File: src/rtl/arm_multicycle_ctrl.sv
// Main control FSM for the multicycle ARM datapath with a memory-ready
// handshake and a stall watchdog on the memory wait states.
module arm_multicycle_ctrl #(
  parameter int TIMEOUT = 16
) (
  input  logic       CLK,
  input  logic       reset,
  input  logic [1:0] Op,
  input  logic [5:0] Funct,
  input  logic       mem_ready,
  output logic       IRWrite,
  output logic       NextPC,
  output logic       AdrSrc,
  output logic [1:0] ResultSrc,
  output logic       ALUSrcA,
  output logic [1:0] ALUSrcB,
  output logic [1:0] ALUCtrl,
  output logic       RegW,
  output logic       MemW,
  output logic       PCS,
  output logic [1:0] FlagW,
  output logic       NoWrite,
  output logic       illegal_op,
  output logic       mem_err,
  output logic [3:0] state_o
);

  localparam int CNT_W = $clog2(TIMEOUT + 1);

  localparam logic [3:0] FETCH  = 4'd0;
  localparam logic [3:0] DECODE = 4'd1;
  localparam logic [3:0] MEMADR = 4'd2;
  localparam logic [3:0] MEMRD  = 4'd3;
  localparam logic [3:0] MEMWB  = 4'd4;
  localparam logic [3:0] MEMWR  = 4'd5;
  localparam logic [3:0] EXECR  = 4'd6;
  localparam logic [3:0] EXECI  = 4'd7;
  localparam logic [3:0] ALUWB  = 4'd8;
  localparam logic [3:0] BRANCH = 4'd9;

  localparam logic [1:0] ALU_ADD = 2'b00;
  localparam logic [1:0] ALU_SUB = 2'b01;
  localparam logic [1:0] ALU_AND = 2'b10;
  localparam logic [1:0] ALU_ORR = 2'b11;

  logic [3:0]       state, state_nx;
  logic [CNT_W-1:0] cnt, cnt_nx;
  logic             wait_st, expire;
  logic [1:0]       dp_alu;
  logic [1:0]       dp_flagw;

  function automatic logic [1:0] alu_dec(input logic [3:0] cmd);
    case (cmd)
      4'b0100: alu_dec = ALU_ADD;
      4'b0010: alu_dec = ALU_SUB;
      4'b1010: alu_dec = ALU_SUB;
      4'b0000: alu_dec = ALU_AND;
      4'b1100: alu_dec = ALU_ORR;
      default: alu_dec = ALU_ADD;
    endcase
  endfunction

  // Logical ops only update N/Z; arithmetic ops update all four flags.
  function automatic logic [1:0] flagw_dec(input logic s, input logic [1:0] alu);
    if (!s)
      flagw_dec = 2'b00;
    else if (alu[1])
      flagw_dec = 2'b10;
    else
      flagw_dec = 2'b11;
  endfunction

  always_comb begin
    wait_st  = (state == FETCH) || (state == MEMRD) || (state == MEMWR);
    expire   = wait_st && !mem_ready && (cnt == CNT_W'(TIMEOUT - 1));
    dp_alu   = alu_dec(Funct[4:1]);
    dp_flagw = flagw_dec(Funct[0], dp_alu);
  end

  always_ff @(posedge CLK or negedge reset) begin
    if (!reset) begin
      state <= FETCH;
      cnt   <= '0;
    end else begin
      state <= state_nx;
      cnt   <= cnt_nx;
    end
  end

  always_comb begin
    state_nx = FETCH;
    cnt_nx   = '0;
    case (state)
      FETCH:  state_nx = mem_ready ? DECODE : FETCH;
      DECODE: begin
        case (Op)
          2'b01:   state_nx = MEMADR;
          2'b00:   state_nx = Funct[5] ? EXECI : EXECR;
          2'b10:   state_nx = BRANCH;
          default: state_nx = FETCH;
        endcase
      end
      MEMADR: state_nx = Funct[0] ? MEMRD : MEMWR;
      MEMRD:  state_nx = mem_ready ? MEMWB : MEMRD;
      MEMWB:  state_nx = FETCH;
      MEMWR:  state_nx = mem_ready ? FETCH : MEMWR;
      EXECR:  state_nx = ALUWB;
      EXECI:  state_nx = ALUWB;
      ALUWB:  state_nx = FETCH;
      BRANCH: state_nx = FETCH;
      default: state_nx = FETCH;
    endcase
    // Watchdog expiry aborts the access; FETCH re-enters itself with a fresh count.
    if (expire)
      state_nx = FETCH;
    if (wait_st && !mem_ready && !expire && (state_nx == state))
      cnt_nx = (cnt == CNT_W'(TIMEOUT)) ? cnt : cnt + CNT_W'(1);
  end

  always_comb begin
    IRWrite    = 1'b0;
    NextPC     = 1'b0;
    AdrSrc     = 1'b0;
    ResultSrc  = 2'b00;
    ALUSrcA    = 1'b0;
    ALUSrcB    = 2'b00;
    ALUCtrl    = ALU_ADD;
    RegW       = 1'b0;
    MemW       = 1'b0;
    PCS        = 1'b0;
    FlagW      = 2'b00;
    NoWrite    = 1'b0;
    illegal_op = 1'b0;
    mem_err    = 1'b0;
    state_o    = 4'd0;
    if (reset) begin
      state_o = state;
      mem_err = expire;
      case (state)
        FETCH: begin
          IRWrite   = mem_ready;
          NextPC    = mem_ready;
          ALUSrcA   = 1'b1;
          ALUSrcB   = 2'b10;
          ResultSrc = 2'b10;
        end
        DECODE: begin
          ALUSrcA    = 1'b1;
          ALUSrcB    = 2'b10;
          ResultSrc  = 2'b10;
          illegal_op = (Op == 2'b11);
        end
        MEMADR: ALUSrcB = 2'b01;
        MEMRD:  AdrSrc = 1'b1;
        MEMWB: begin
          ResultSrc = 2'b01;
          RegW      = 1'b1;
        end
        MEMWR: begin
          AdrSrc = 1'b1;
          MemW   = 1'b1;
        end
        EXECR: begin
          ALUCtrl = dp_alu;
          FlagW   = dp_flagw;
        end
        EXECI: begin
          ALUSrcB = 2'b01;
          ALUCtrl = dp_alu;
          FlagW   = dp_flagw;
        end
        ALUWB: begin
          RegW    = 1'b1;
          NoWrite = (Funct[4:1] == 4'b1010);
        end
        BRANCH: begin
          ALUSrcB   = 2'b01;
          ResultSrc = 2'b10;
          PCS       = 1'b1;
        end
        default: ;
      endcase
    end
  end

endmodule

File: config.mk
export PLATFORM = sky130hd
export DESIGN_NAME = arm_multicycle_ctrl
export DESIGN_NICKNAME = d
export VERILOG_FILES = /design/src/rtl/arm_multicycle_ctrl.sv
export SDC_FILE = /design/constraint.sdc
export NUM_CORES = 1
export LEC_CHECK = 0
export ABC_CLOCK_PERIOD_IN_PS = 1700
export CORE_MARGIN = 4
export CORE_UTILIZATION = 38
export CTS_CLUSTER_DIAMETER = 150
export DETAILED_ROUTE_END_ITERATION = 10
export PLACE_DENSITY = 0.77
export REMOVE_ABC_BUFFERS = 1
export SKIP_CTS_REPAIR_TIMING = 1
export SYNTH_ARGS = -nofsm -noshare
export SYNTH_HDL_FRONTEND = slang
export SYNTH_SLANG_ARGS = --single-unit
File: constraint.sdc
create_clock -name CLK -period 1.7 [get_ports CLK]
set_input_delay 0.34 -clock CLK [delete_from_list [all_inputs] [get_ports CLK]]
set_output_delay 0.34 -clock CLK [all_outputs]
set_load 0.05 [all_outputs]
==> results of run 1 <==
-- worst max-delay path, cell delays in order, from the launching register on --
cell and delay (ps):
dfrtp_2 540, nor2b_1 280, mux2i_1 150, nor3b_2 200
buf_4 140, buf_12 120
-- flip-flops by register name, summed over array words and instances (netlist names) --
| name | count |
|---|---|
| state | 4 |
| cnt | 5 |
-- layer usage --
| metal | vias to the layer above | part of all wire [%] |
|---|---|---|
| li1 | 470 | - |
| met2 | 71 | 50 |
| met4 | 0 | 5.1 |
| met1 | 548 | 38 |
| met3 | 25 | 7.0 |
| met5 | - | 0 |
-- worst min path at each step --
stage / startpoint / end / slack [ps] / cells after the start
after global placement: state[3] / state[3] / 590 / 1
final: reset / cnt[4] / 120 / 2
after floorplan: reset / cnt[0] / 40 / 0
after detailed placement: state[3] / state[3] / 610 / 1
after global routing: reset / cnt[1] / 150 / 2
after CTS: reset / cnt[4] / 520 / 2
-- report_power, final --
part           internal, mW  switching, mW
clock                0.0876          0.101
sequential            0.275          0.154
combinational         0.915           1.03
-- area by class of cell --
cell class,count,area [um2],area share [%]
clock inverters,1,5.00,0.268
multi-input cells,72,698,37.3
inverters,9,33.8,1.81
flip-flops and latches,9,230,12.3
well taps,27,33.8,1.81
repair buffers,68,846,45.2
clock buffers,3,22.5,1.20
-- cells by family after synthesis --
kind of cell / synth area share, %
buf+inv: 8.35
fa+ha+maj: 5.98
simple gates: 33.5
flops: 28.3
xor+xnor: 7.72
mux: 5.20
compound gates: 10.9
-- synth_stat cells, drive strengths merged --
master  number
ha           3
nor2b        2
nor3         8
nor4b        2
o22a         1
nor4bb       1
nor2         8
xor2         3
xnor2        4
nor4         2
o221ai       1
nand3        3
and4         1
nand2b       2
maj3         1
mux2         1
mux2i        3
dfrtp        9
nand2        4
nor3b        1
buf          4
or4          1
o21ai        1
inv          9
and2         5
a21oi        4
a22oi        1
a311oi       1
clkbuf       2
o2111a       1
a21boi       1
o31a         1
and3         5
==> impl_metrics.py, run 1 <==
metrics = {
    "status": {
        "status": "finished with violations",
        "failed_checks": "setup timing",
    },
    "routing": {
        "drtAntennaViolNets": 0,
        "vias": 1114,
        "wl_um": 4170,
        "drtPass1Iterations": 4,
        "viasPerCell": 5.89,
        "drc_errors": 0,
        "first_iter_violations": 45,
        "wl_per_cell_um": 22.1,
    },
    "placed_design": {
        "dp_hpwl_um": 2400,
        "dpl-instance-area_um2": 1540,
        "dpl_worst_slack_ps": -473,
        "place.gp.congestion": 0.909,
        "portBuffers": 32,
        "dpl.cell_count": 176,
    },
    "final_layout": {
        "fin_util_pct": 94.3,
        "final_common_cell": "buf_4",
        "num_antenna_cells": 0,
        "final_area_um2": 1870,
        "drive_gt1_share_pct": 63.6,
        "area_growth_syn_to_layout_pct": 135,
        "fillers": 61,
        "mostFrequentLayoutCells": "buf_4 (30), buf_12 (22), inv_1 (7), buf_6 (6)",
        "layoutNonFillerInstCount": 189,
        "final_nets": 177,
    },
    "clock_tree": {
        "clk_latency_ps": 290,
        "cts-root-buf": "clkbuf_4",
        "clkTransAtPathRegs_ps": 80,
        "cts_buffer_depth": 2,
        "cts_tree": "built",
        "cts_max_level": 1,
        "clock_sinks": 9,
        "numCtsBuffers": 3,
    },
    "global_route": {
        "antenna_found_initial": 0,
        "met3_usage_pct": 4.99,
        "grtUsageMet2_pct": 40.7,
        "grt_pass1_vias": 1038,
        "grt_pass1_wl_um": 4750,
        "met1_usage_pct": 26.4,
        "top_usage_layer": "met2",
        "gr-usage-all-layers_pct": 23.0,
        "grt-ovfl-total": 0,
        "grt_max_degree": 15,
    },
    "logic_synthesis": {
        "synthTopCellsByArea": "dfrtp_1 (28%), ha_1 (4.7%), nor3_1 (4.4%), xnor2_1 (4.4%), inv_1 (4.3%)",
        "yosysWarnings": 0,
        "syn_avg_cell_area_um2": 8.28,
        "syn_area_um2": 795,
        "synth_seq_cells": 9,
        "seq_area_frac_synth_pct": 28.3,
        "ys_types": 36,
        "synth_top_area_share_pct": 28.3,
        "yosysTopAreaCell": "dfrtp_1",
        "synth_cells": 96,
    },
    "setup_path": {
        "crit_arrival_ps": 1730,
        "startpoint": "state[0]",
        "path_class": "flip-flop to primary output",
        "endpoint": "mem_err",
        "r2r_end": "state[2]",
        "r2r_slack_ps": -260,
        "worst-path-max-fanout": 9,
        "r2r_cells": 7,
        "worstPathRequired_ps": 1360,
        "r2r_start": "cnt[1]",
        "worstSetupEndpointType": "primary output",
        "critPathLaunchType": "flip-flop",
    },
    "timing": {
        "rsz0062_at_grt": "yes",
        "max_slew_margin_pct": 73.2,
        "period_needed_ps": 2070,
        "fin_ws_ps": -366,
        "slew_violations": 0,
        "setup_tns_ps": -4990,
        "finalHoldViolations": 0,
        "min_period_over_period_pct": 122,
        "skew_ps": 8.95,
        "fmax_mhz": 484,
        "setup_violations": 26,
        "worst_pin_slew_ps": 403,
        "hold_slack_ps": 125,
    },
    "pwr": {
        "irDropWorstVdd_mv": 1.21,
        "totalPowerFinal_mw": 2.56,
        "p_per_area_nw_per_um2": 1370,
        "p_leak_nw": 0.834,
    },
    "job": {
        "drv_cap": 0,
    },
    "floorplan": {
        "fp-row-count": 16,
        "initial_utilization_pct": 40.1,
        "die_h_um": 53.7,
        "top_level_ports": 33,
        "die_w_um": 53.7,
        "dieArea_um2": 2890,
        "core_um2": 1980,
    },
    "hold_path": {
        "hp-class": "primary input to async pin",
    },
}
(Power assumes the default switching activity.)
==> run 2: changes to the inputs <==
- ABC_CLOCK_PERIOD_IN_PS: 1700 -> 1800
- SKIP_CTS_REPAIR_TIMING: 1 -> not set
- clock period: 1.7 -> 1.8 ns (I/O delays scaled with it)
==> run 2 against run 1 <==
The run now fails in global routing (5_1_grt). Synthesized area unchanged. Synthesized cell count is the same.
==> impl_metrics.py, run 2 <==
metrics = {
    "logic_synthesis": {
        "seq_area_frac_synth_pct": 28.3,
        "synth-main-ff-cell": "dfrtp_1",
        "synth_top_cells_by_count": "dfrtp_1 (9), inv_1 (9), nor2_1 (8)",
        "synth_seq_cells": 9,
        "ys_types": 36,
        "syn_avg_cell_area_um2": 8.28,
        "synth_top_area_share_pct": 28.3,
        "syn_area_um2": 795,
        "synth_cells": 96,
        "synthTopCellsByArea": "dfrtp_1 (28%), ha_1 (4.7%), nor3_1 (4.4%), xnor2_1 (4.4%), inv_1 (4.3%)",
        "yosysWarnings": 0,
        "synth_edf_count": 0,
        "yosysTopAreaCell": "dfrtp_1",
        "synthArstFlopShare_pct": 100,
    },
    "floorplan": {
        "die_h_um": 53.7,
        "initial_utilization_pct": 40.1,
        "fp-row-count": 16,
        "die_w_um": 53.7,
        "top_level_ports": 33,
    },
    "clock_tree": {
        "cts_buffer_depth": 2,
        "cts-root-buf": "clkbuf_4",
        "clock_sinks": 9,
        "numCtsBuffers": 3,
        "cts_max_level": 1,
    },
    "timing": {
        "worst_endpoint": "mem_err",
        "worstEndpointType": "top-level output",
    },
    "placed_design": {
        "dpl.cell_count": 172,
        "place.gp.congestion": 0.868,
        "dp_hpwl_um": 2290,
        "portBuffers": 32,
    },
    "status": {
        "error": "[ERROR DPL-0038] Utilization greater than 100%, impossible to legalize",
        "status": "did not finish",
        "haltStage": "global routing (5_1_grt)",
    },
    "global_route": {
        "grt_max_degree": 13,
    },
}
[run 2: cell counts after synthesis]
No cell type changed its count.
[run 2: what timing repair did]
item / CTS
endpoints found under the setup margin: 22
setup buffers: 19
hold endpoints to repair: 0
resized for setup: 64
hold buffers: 0
pin swaps: 20
[run 2: logic make-up after synthesis]
| kind of cell | after synthesis | synth area share [%] |
|---|---|---|
| flops | 9 | 28.3 |
| fa+ha+maj | 4 | 5.98 |
| xor+xnor | 7 | 7.72 |
| simple gates | 45 | 33.5 |
| compound gates | 12 | 10.9 |
| buf+inv | 15 | 8.35 |
| mux | 4 | 5.20 |
[run 2: stage by stage]
step                setup WS [ps]  hold WS (ps)  util, %  cell area (um2)  setup TNS (ps)
CTS                          -184           285     96.2             1910           -1100
detailed placement           -419           602     76.1             1510           -5500
global placement             -325           568     76.1             1510           -4000
floorplan                   -1260          64.4        -              762           -6200
==> run 3: changes to the inputs <==
- ABC_CLOCK_PERIOD_IN_PS: 1800 -> 2300
- CORE_AREA: not set -> 4 4 65 67
- CORE_MARGIN: 4 -> not set
- CORE_UTILIZATION: 38 -> not set
- CTS_CLUSTER_DIAMETER: 150 -> not set
- DIE_AREA: not set -> 0 0 69 71
- PLACE_DENSITY: 0.77 -> not set
- PLACE_DENSITY_LB_ADDON: not set -> 0.15
- clock period: 1.8 -> 2.3 ns (I/O delays scaled with it)
==> run 3 against run 2 <==
The run now ends clean.
==> impl_metrics.py, run 3 (same netlist as run 1, synthesis figures left out) <==
metrics = {
    "placed_design": {
        "dpl.cell_count": 185,
        "place.gp.congestion": 0.773,
        "dp_hpwl_um": 2150,
        "portBuffers": 32,
    },
    "setup_path": {
        "r2r_end": "state[2]",
        "endpoint": "ALUCtrl[0]",
        "crit_buf_inv": 3,
        "worstSetupEndpointType": "primary output",
        "r2r_slack_ps": 390,
        "cp_cell_sequence": "clkdlybuf4s50_1, mux2_2, nor3_1, buf_4, buf_12",
        "critPathLaunchType": "primary input",
        "crit_arrival_ps": 1780,
        "startpoint": "Funct[2]",
        "worst-path-stages": 5,
        "path_class": "primary input to primary output",
        "r2r_cells": 7,
        "cp_top_family": "buffers and inverters",
        "worstPathRequired_ps": 1840,
        "worst-path-max-fanout": 4,
        "worst_path_max_delay_cell": "clkdlybuf4s50_1",
        "worst_path_largest_cell_delay_ps": 530,
        "r2r_start": "cnt[1]",
    },
    "floorplan": {
        "initial_utilization_pct": 21.9,
        "fp-row-count": 22,
        "top_level_ports": 33,
        "dieArea_um2": 4900,
        "die_w_um": 69,
        "die_h_um": 71,
        "core_um2": 3630,
    },
    "timing": {
        "skew_ps": 1.38,
        "finalHoldViolations": 0,
        "setup_tns_ps": 0,
        "max_slew_margin_pct": 62.9,
        "hold_slack_ps": 256,
        "setup_violations": 0,
        "slew_violations": 0,
        "period_needed_ps": 2240,
        "min_period_over_period_pct": 97.3,
        "worst_pin_slew_ps": 555,
        "rsz0062_at_grt": "no",
        "fmax_mhz": 447,
    },
    "global_route": {
        "grt_pass1_wl_um": 4280,
        "antenna_found_initial": 0,
        "grt-ovfl-total": 0,
        "grtUsageMet2_pct": 21.1,
        "met1_usage_pct": 11.0,
        "grt_pass1_vias": 888,
        "grt_max_degree": 15,
        "gr-usage-all-layers_pct": 10.7,
        "top_usage_layer": "met2",
        "met3_usage_pct": 2.56,
    },
    "clock_tree": {
        "cts-root-buf": "clkbuf_8",
        "numCtsBuffers": 3,
        "cts_max_level": 1,
        "clock_sinks": 9,
        "clk_latency_ps": 230,
        "cts_buffer_depth": 2,
        "cts_hold_buf": 0,
        "clkTransAtPathRegs_ps": 40,
        "cts_setup_buffers": 0,
        "cts_tree": "built",
    },
    "routing": {
        "drtPass1Iterations": 4,
        "vias": 872,
        "drc_errors": 0,
        "drtAntennaViolNets": 0,
        "viasPerCell": 4.61,
        "wl_um": 2560,
        "wl_per_cell_um": 13.5,
        "first_iter_violations": 20,
    },
    "final_layout": {
        "fillers": 359,
        "final_nets": 156,
        "drive_gt1_share_pct": 35.5,
        "area_growth_syn_to_layout_pct": 94.8,
        "largest_reg_flops": 5,
        "layoutNonFillerInstCount": 189,
        "num_antenna_cells": 0,
        "top_register": "cnt",
        "final_common_cell": "buf_12",
        "largestRegisters": "cnt: 5 flops, state: 4 flops",
        "mostFrequentLayoutCells": "buf_12 (22), buf_4 (15), inv_1 (9), dfrtp_1 (9), clkdlybuf4s50_1 (8)",
    },
    "hold_path": {
        "hp-class": "primary input to async pin",
    },
    "status": {
        "status": "finished clean",
    },
    "pwr": {
        "p_leak_nw": 0.670,
        "totalPowerFinal_mw": 1.51,
        "p_per_area_nw_per_um2": 976,
        "irDropWorstVdd_mv": 0.351,
    },
    "job": {
        "drv_cap": 0,
    },
}
## run 3: metrics by stage
step,utilization [%],setup WS [ps],cell area (um2)
2_1_floorplan,-,-865,762
3_3_place_gp,40.6,13.0,1480
3_5_place_dp,40.6,-0.0513,1480
4_1_cts,41.9,33.3,1520
5_1_grt,42.6,0.419,1550
6_report,42.6,61.1,1550
## run 3: cell type report
| cell class | instances | area, um2 | share of cell area (%) |
|---|---|---|---|
| clock buffers | 3 | 41.3 | 2.67 |
| clock inverters | 1 | 5.00 | 0.323 |
| inverters | 9 | 33.8 | 2.18 |
| multi-input cells | 72 | 524 | 33.9 |
| flip-flops and latches | 9 | 225 | 14.6 |
| well taps | 48 | 60.1 | 3.88 |
| repair buffers | 47 | 658 | 42.5 |
## run 3: where the power goes
| part | switching, mW | internal [mW] |
|---|---|---|
| clock | 0.0594 | 0.118 |
| combinational | 0.564 | 0.482 |
| sequential | 0.0896 | 0.198 |
| total | 0.713 | 0.798 |
## run 3: layer usage
metal / up-vias / part of all wire, %
met5: - / 0
met4: 0 / 1.1
met3: 4 / 3.6
met2: 25 / 58
met1: 418 / 37
li1: 425 / -
## run 3: worst register-to-register path, cell delays in order (launching register included)
cell	delay [ps]
dfrtp_1	390
ha_2	200
and3_1	160
ha_1	160
nand2b_1	110
maj3_1	360
o221ai_1	290
nor3_1	100
## run 3: timing repair
| action | in CTS | in global routing |
|---|---|---|
| pin swaps | 1 | 0 |
| endpoints found under the setup margin | 1 | 7 |
| gates resized for setup | 0 | 7 |
## run 3: worst min-delay path by stage
stage	from	to	slack [ps]	depth (start not counted)
after floorplan	reset	cnt[0]	160	0
after global placement	cnt[1]	cnt[1]	560	2
after detailed placement	cnt[3]	cnt[3]	580	2
after CTS	cnt[3]	cnt[3]	600	2
after global routing	reset	cnt[1]	290	2
final	reset	cnt[0]	260	2
